$ cat config.mk
export PLATFORM = sky130hd
export DESIGN_NAME = cpu_multicycle
export DESIGN_NICKNAME = d
export VERILOG_FILES = /design/src/rtl/cpu_multicycle.sv
export SDC_FILE = /design/constraint.sdc
export NUM_CORES = 1
export LEC_CHECK = 0
export ABC_AREA = 1
export BUFFER_PORTS_ARGS = -buffer_cell sky130_fd_sc_hd__clkbuf_2
export CELL_PAD_IN_SITES_DETAIL_PLACEMENT = 1
export CELL_PAD_IN_SITES_GLOBAL_PLACEMENT = 1
export CORE_MARGIN = 1.5
export CORE_UTILIZATION = 47
export CTS_CLUSTER_SIZE = 24
export DETAILED_ROUTE_END_ITERATION = 6
export PLACE_DENSITY = 0.84
export REMOVE_ABC_BUFFERS = 1
export SLEW_MARGIN = 20
export SYNTH_ARGS = -nofsm -noshare
export SYNTH_HDL_FRONTEND = slang
export SYNTH_SLANG_ARGS = --single-unit
$ cat constraint.sdc
create_clock -name clk -period 18.19 [get_ports clk]
set_input_delay 1.819 -clock clk [delete_from_list [all_inputs] [get_ports clk]]
set_output_delay 1.819 -clock clk [all_outputs]
set_load 0.05 [all_outputs]
$ cat src/rtl/cpu_multicycle.sv
// Multicycle CPU: FETCH/DECODE/EXEC/MEM/WB sequencer over a 16-opcode ISA with a
// synchronous external program ROM and a req/ack data memory with wait states.
module cpu_multicycle #(
    parameter int N     = 8,
    parameter int PSIZE = 8,
    parameter int RADDR = 5,
    parameter int ISIZE = N + 12
) (
    input  logic             clk,
    input  logic             reset,
    output logic [PSIZE-1:0] imem_addr,
    input  logic [ISIZE-1:0] imem_data,
    output logic             dmem_req,
    output logic             dmem_we,
    output logic [N-1:0]     dmem_addr,
    output logic [N-1:0]     dmem_wdata,
    input  logic [N-1:0]     dmem_rdata,
    input  logic             dmem_ack,
    input  logic [N-1:0]     sw,
    output logic [N-1:0]     outport,
    output logic             out_valid,
    output logic             halted
);
    localparam int NREG = 2 ** RADDR;

    typedef enum logic [2:0] {
        S_FETCH  = 3'd0,
        S_DECODE = 3'd1,
        S_EXEC   = 3'd2,
        S_MEM    = 3'd3,
        S_WB     = 3'd4,
        S_HALT   = 3'd5
    } state_t;

    state_t           state_q, state_d;
    logic [PSIZE-1:0] pc_q, pc_d;
    logic [ISIZE-1:0] ir_q, ir_d;
    logic [N-1:0]     a_q, a_d, b_q, b_d, s_q, s_d, res_q, res_d;
    logic             z_q, z_d, c_q, c_d;
    logic             req_q, req_d, we_q, we_d;
    logic [N-1:0]     addr_q, addr_d, wdata_q, wdata_d, out_q, out_d;
    logic             outv_q, outv_d, halt_q, halt_d;
    logic [N-1:0]     regs_q [NREG];
    logic             rf_we_s;

    logic [3:0]       op_s;
    logic [RADDR-1:0] rd_s, f_rd_s, f_rs1_s, f_rs2_s;
    logic [N-1:0]     imm_s;
    logic [PSIZE-1:0] tgt_s, pc_inc_s;
    logic [N:0]       alu_s;

    assign op_s     = ir_q[ISIZE-1 -: 4];
    assign rd_s     = ir_q[ISIZE-5 -: RADDR];
    assign imm_s    = {{(N-6){ir_q[5]}}, ir_q[5:0]};
    assign tgt_s    = ir_q[PSIZE-1:0];
    assign pc_inc_s = pc_q + PSIZE'(1);
    assign f_rd_s   = imem_data[ISIZE-5 -: RADDR];
    assign f_rs1_s  = imem_data[ISIZE-5-RADDR -: RADDR];
    assign f_rs2_s  = imem_data[RADDR-1:0];

    // ALU with carry/borrow in the top bit; the default arm forms LD/ST addresses.
    always_comb begin
        alu_s = {(N+1){1'b0}};
        case (op_s)
            4'h1:    alu_s = {1'b0, a_q} + {1'b0, b_q};
            4'h2:    alu_s = {1'b0, a_q} - {1'b0, b_q};
            4'h3:    alu_s = {1'b0, a_q & b_q};
            4'h4:    alu_s = {1'b0, a_q | b_q};
            4'h5:    alu_s = {1'b0, a_q ^ b_q};
            4'h6:    alu_s = {1'b0, a_q} + {1'b0, imm_s};
            4'h7:    alu_s = {1'b0, {(N-6){1'b0}}, ir_q[5:0]};
            4'hD:    alu_s = {1'b0, sw};
            default: alu_s = {1'b0, a_q} + {1'b0, imm_s};
        endcase
    end

    // Sequencer next-state: fetch/decode/execute, memory handshake and writeback.
    always_comb begin
        state_d = state_q;  pc_d    = pc_q;    ir_d    = ir_q;
        a_d     = a_q;      b_d     = b_q;     s_d     = s_q;
        res_d   = res_q;    z_d     = z_q;     c_d     = c_q;
        req_d   = req_q;    we_d    = we_q;    addr_d  = addr_q;
        wdata_d = wdata_q;  out_d   = out_q;   outv_d  = 1'b0;
        halt_d  = halt_q;   rf_we_s = 1'b0;
        case (state_q)
            S_FETCH: state_d = S_DECODE;
            S_DECODE: begin
                ir_d    = imem_data;
                a_d     = (f_rs1_s == {RADDR{1'b0}}) ? {N{1'b0}} : regs_q[f_rs1_s];
                b_d     = (f_rs2_s == {RADDR{1'b0}}) ? {N{1'b0}} : regs_q[f_rs2_s];
                s_d     = (f_rd_s  == {RADDR{1'b0}}) ? {N{1'b0}} : regs_q[f_rd_s];
                state_d = S_EXEC;
            end
            S_EXEC: begin
                pc_d    = pc_inc_s;
                res_d   = alu_s[N-1:0];
                state_d = S_FETCH;
                case (op_s)
                    4'h1, 4'h2, 4'h3, 4'h4, 4'h5, 4'h6: begin
                        z_d     = (alu_s[N-1:0] == {N{1'b0}});
                        c_d     = alu_s[N];
                        state_d = S_WB;
                    end
                    4'h7, 4'hD: state_d = S_WB;
                    4'h8, 4'h9: begin
                        req_d   = 1'b1;
                        we_d    = (op_s == 4'h9);
                        addr_d  = alu_s[N-1:0];
                        wdata_d = s_q;
                        state_d = S_MEM;
                    end
                    4'hA: pc_d = tgt_s;
                    4'hB: if (z_q) pc_d = pc_inc_s + tgt_s; else pc_d = pc_inc_s;
                    4'hC: if (c_q) pc_d = pc_inc_s + tgt_s; else pc_d = pc_inc_s;
                    4'hE: begin
                        out_d  = a_q;
                        outv_d = 1'b1;
                    end
                    4'hF: begin
                        pc_d    = pc_q;
                        halt_d  = 1'b1;
                        state_d = S_HALT;
                    end
                    default: state_d = S_FETCH;
                endcase
            end
            S_MEM: begin
                if (dmem_ack) begin
                    req_d   = 1'b0;
                    res_d   = dmem_rdata;
                    state_d = we_q ? S_FETCH : S_WB;
                end else begin
                    state_d = S_MEM;
                end
            end
            S_WB: begin
                rf_we_s = 1'b1;
                state_d = S_FETCH;
            end
            S_HALT:  state_d = S_HALT;
            default: state_d = S_FETCH;
        endcase
    end

    // Architectural and pipeline-stage registers.
    always_ff @(posedge clk or posedge reset) begin
        if (reset) begin
            state_q <= S_FETCH;          pc_q    <= {PSIZE{1'b0}};  ir_q   <= {ISIZE{1'b0}};
            a_q     <= {N{1'b0}};        b_q     <= {N{1'b0}};      s_q    <= {N{1'b0}};
            res_q   <= {N{1'b0}};        z_q     <= 1'b0;           c_q    <= 1'b0;
            req_q   <= 1'b0;             we_q    <= 1'b0;           addr_q <= {N{1'b0}};
            wdata_q <= {N{1'b0}};        out_q   <= {N{1'b0}};      outv_q <= 1'b0;
            halt_q  <= 1'b0;
        end else begin
            state_q <= state_d;          pc_q    <= pc_d;           ir_q   <= ir_d;
            a_q     <= a_d;              b_q     <= b_d;            s_q    <= s_d;
            res_q   <= res_d;            z_q     <= z_d;            c_q    <= c_d;
            req_q   <= req_d;            we_q    <= we_d;           addr_q <= addr_d;
            wdata_q <= wdata_d;          out_q   <= out_d;          outv_q <= outv_d;
            halt_q  <= halt_d;
        end
    end

    // Register file; r0 is never written so it always reads zero.
    always_ff @(posedge clk or posedge reset) begin
        if (reset) begin
            for (int i = 0; i < NREG; i++) regs_q[i] <= {N{1'b0}};
        end else if (rf_we_s && (rd_s != {RADDR{1'b0}})) begin
            regs_q[rd_s] <= res_q;
        end
    end

    assign imem_addr  = pc_q;
    assign dmem_req   = req_q;
    assign dmem_we    = we_q;
    assign dmem_addr  = addr_q;
    assign dmem_wdata = wdata_q;
    assign outport    = out_q;
    assign out_valid  = outv_q;
    assign halted     = halt_q;
endmodule

==> impl_metrics.json <==
{
  "synthCells": 3176,
  "grt_util_all_layers_pct": 40.9,
  "clk_pin_slew_worst_paths_ns": 0.06,
  "cts_tree": "yes",
  "synthArstFlopShare_pct": 100,
  "antenna_found_initial": 4,
  "ff_latch_area_sq_um": 8660,
  "max-cap-violations": 0,
  "drt-initial-drc-count": 2900,
  "final_area_sq_um": 23600,
  "final_nets": 3185,
  "ys_types": 41,
  "row_count": 78,
  "finalWorstSetupSlack_ns": 13.50,
  "cts.sinks": 346,
  "criticalPathCategory": "in2reg",
  "ir_drop_mv": 0.0981,
  "die_y_um": 218,
  "finalPower_mw": 3.83,
  "post-place-ws_ns": 13.15,
  "hold_buffers": 0,
  "cp.required_ns": 18.67,
  "period_needed_ns": 4.69,
  "boundaryPins": 75,
  "vias_per_cell": 6.36,
  "via_count": 23800,
  "synth_top_area_share_pct": 40.0,
  "relSlewSlack_pct": 29.8,
  "die_w_um": 218,
  "grt_max_degree": 140,
  "tns_ns": 0,
  "instances_no_fill": 3738,
  "area_delta_synth_final_pct": 9.21,
  "tightest_slew_ns": 1.05,
  "cts_root_buffer": "clkbuf_16",
  "dr.pass1.iters": 5,
  "htreeDepth": 2,
  "drt-wirelength-per-cell_um": 25.6,
  "cts_made_buffers": 43,
  "rsz0062_at_grt": "false",
  "numPlacedInstances": 3665,
  "wirelength_mm": 95.5,
  "leakage_nw": 10.7,
  "synthTopCellsByArea": "dfrtp_1, nand2_1, o21ai_0, nor2_1, a21oi_1",
  "cts_setup_buffers": 0,
  "grt_overflow_total": 0,
  "mappedNetlistArea_sq_um": 21600,
  "finalCritPeriodShare_pct": 25.8,
  "hold_viol_final": 0,
  "dieArea_sq_um": 47300,
  "fmax_mhz": 213,
  "grt_pass1_vias": 24200,
  "status": "finished, final reports clean",
  "end_kind": "register",
  "ys.flop_type": "dfrtp_1",
  "hold_path_class": "reg2reg",
  "fill_cells": 5949,
  "synth_edf_count": 0,
  "synth_seq_cells": 346,
  "p_per_area_nw_per_um2": 162,
  "finalMaxSlewViolations": 0,
  "ant_nets": 0,
  "cp.arrival_ns": 5.17,
  "ff2ff_path_depth": 19,
  "drive_above_1_share_pct": 6.18,
  "place_area_sq_um": 22200,
  "hpwl_mm": 63.0,
  "start_kind": "primary input",
  "ys.warnings.count": 0,
  "multi_input_area_sq_um": 11400,
  "yosys.area.top_type": "dfrtp_1",
  "yosysSeqAreaShare_pct": 40.0,
  "fp.coreArea_sq_um": 45400,
  "initial_utilization_pct": 47.7,
  "portBuffers": 74,
  "cts_resized": 0,
  "cp_max_fo": 47,
  "grt_pass1_wl_mm": 148,
  "drc": 0,
  "hold_slack_ns": 0.411,
  "insertion_delay_ns": 0.61,
  "fin_util_pct": 52.1,
  "clk_path_buf_depth": 3,
  "setup_viol": 0,
  "place.gp.congestion": 1.00,
  "synthesis.area_per_instance_sq_um": 6.81,
  "min_delay_path_depth": 0,
  "fin_skew_ns": 0.0288
}
-- sequential cells by signal (all words and copies together) (netlist names), 3 cells and up --
register,flops
regs_q,256
b_q,8
dmem_addr,8
outport,8
state_q,3
a_q,8
ir_q,17
res_q,8
imem_addr,8
dmem_wdata,8
s_q,8
-- report_power, final --
part | switching [mW] | total (mW) | internal [mW]
Combinational | 1.17 | 1.65 | 0.473
Sequential | 0.277 | 1.27 | 0.998
Clock | 0.364 | 0.904 | 0.540
Total | 1.82 | 3.83 | 2.01
-- metal layers --
layer / up-vias / share of wire (%) / GRT usage, % / wire length [um]
met5: - / 0.035 / 0 / 33
li1: 10400 / - / - / -
met1: 11800 / 41 / 55.0 / 38900
met3: 274 / 11 / 10.2 / 10200
met2: 1240 / 43 / 61.3 / 41500
met4: 6 / 5.2 / 19.7 / 4940
-- placed cells by master, fill, tap and decap left out, types with 3 or more instances in the layout --
master	n
a21boi_0	70
a21oi_1	143
buf_4	31
bufinv_16	5
clkbuf_1	5
clkbuf_16	44
clkbuf_2	71
clkbuf_8	7
clkinv_1	6
clkinv_2	6
clkinvlp_4	3
dfrtp_1	346
ha_1	34
inv_1	171
inv_2	6
nand2_1	974
nand3_1	85
nand4_1	7
nor2_1	249
nor2_2	6
nor3_1	14
o2111ai_1	8
o211ai_1	28
o21ai_0	687
o21ai_1	10
o22ai_1	75
o41ai_1	3
or2_2	3
xor2_1	10
-- worst max-delay path: stages --
cell and delay, ns:
clkbuf_2 0.07, buf_4 0.56, inv_1 0.47, buf_4 0.37, nand2_2 0.71, o21ai_0 0.22
a21oi_1 0.26, nand2_1 0.14, nand2_1 0.14, nand2_1 0.13, nand3_1 0.12, nand2_1 0.07
-- synth_stat cells (all sizes together), types with 2 or more instances --
library cell	count
a211oi	2
ha	34
nand2	975
dfrtp	346
o41ai	3
o31ai	2
or2	3
nand3	85
a21boi	70
fa	2
o21bai	2
o211ai	28
xor2	10
inv	181
nor3	16
nand4	7
a22oi	2
o2111ai	8
a21oi	143
o21ai	698
buf	63
o22ai	75
nor2	257
clkinv	3
clkbuf	152
-- area by class of cell --
| cell class | count | share of cell area (%) |
|---|---|---|
| Antenna cell | 1 | 0.0106 |
| Multi-Input combinational cell | 2431 | 48.4 |
| Clock inverter | 16 | 0.964 |
| Timing Repair Buffer | 104 | 2.69 |
| Sequential cell | 346 | 36.6 |
| Tap cell | 600 | 3.18 |
| Clock buffer | 56 | 5.15 |
| Inverter | 184 | 2.95 |
-- path summary, 6_finish.rpt --
path                                   start           to  slack (ns)
worst max-delay path            imem_data[7]       a_q[2]       13.50
worst min-delay path             regs_q[255]  regs_q[255]        0.41
worst max register to register      ir_q[17]          z_q       14.49
worst min register to register   regs_q[255]  regs_q[255]        0.41
max in group asynchronous              reset    regs_q[1]       14.32
min in group asynchronous              reset   regs_q[22]        1.48
-- logic make-up after synthesis --
logic type / count (synthesis) / share of synthesized area (%)
adder cells (fa/ha/maj): 36 / 2.15
flip-flops: 346 / 40.0
buffers and inverters: 399 / 7.22
XOR/XNOR: 11 / 0.445
AND/OR/NAND/NOR: 1344 / 24.1
AO/OA/AOI/OAI: 1040 / 26.0
Note: power is estimated with default switching activity, not from simulation.
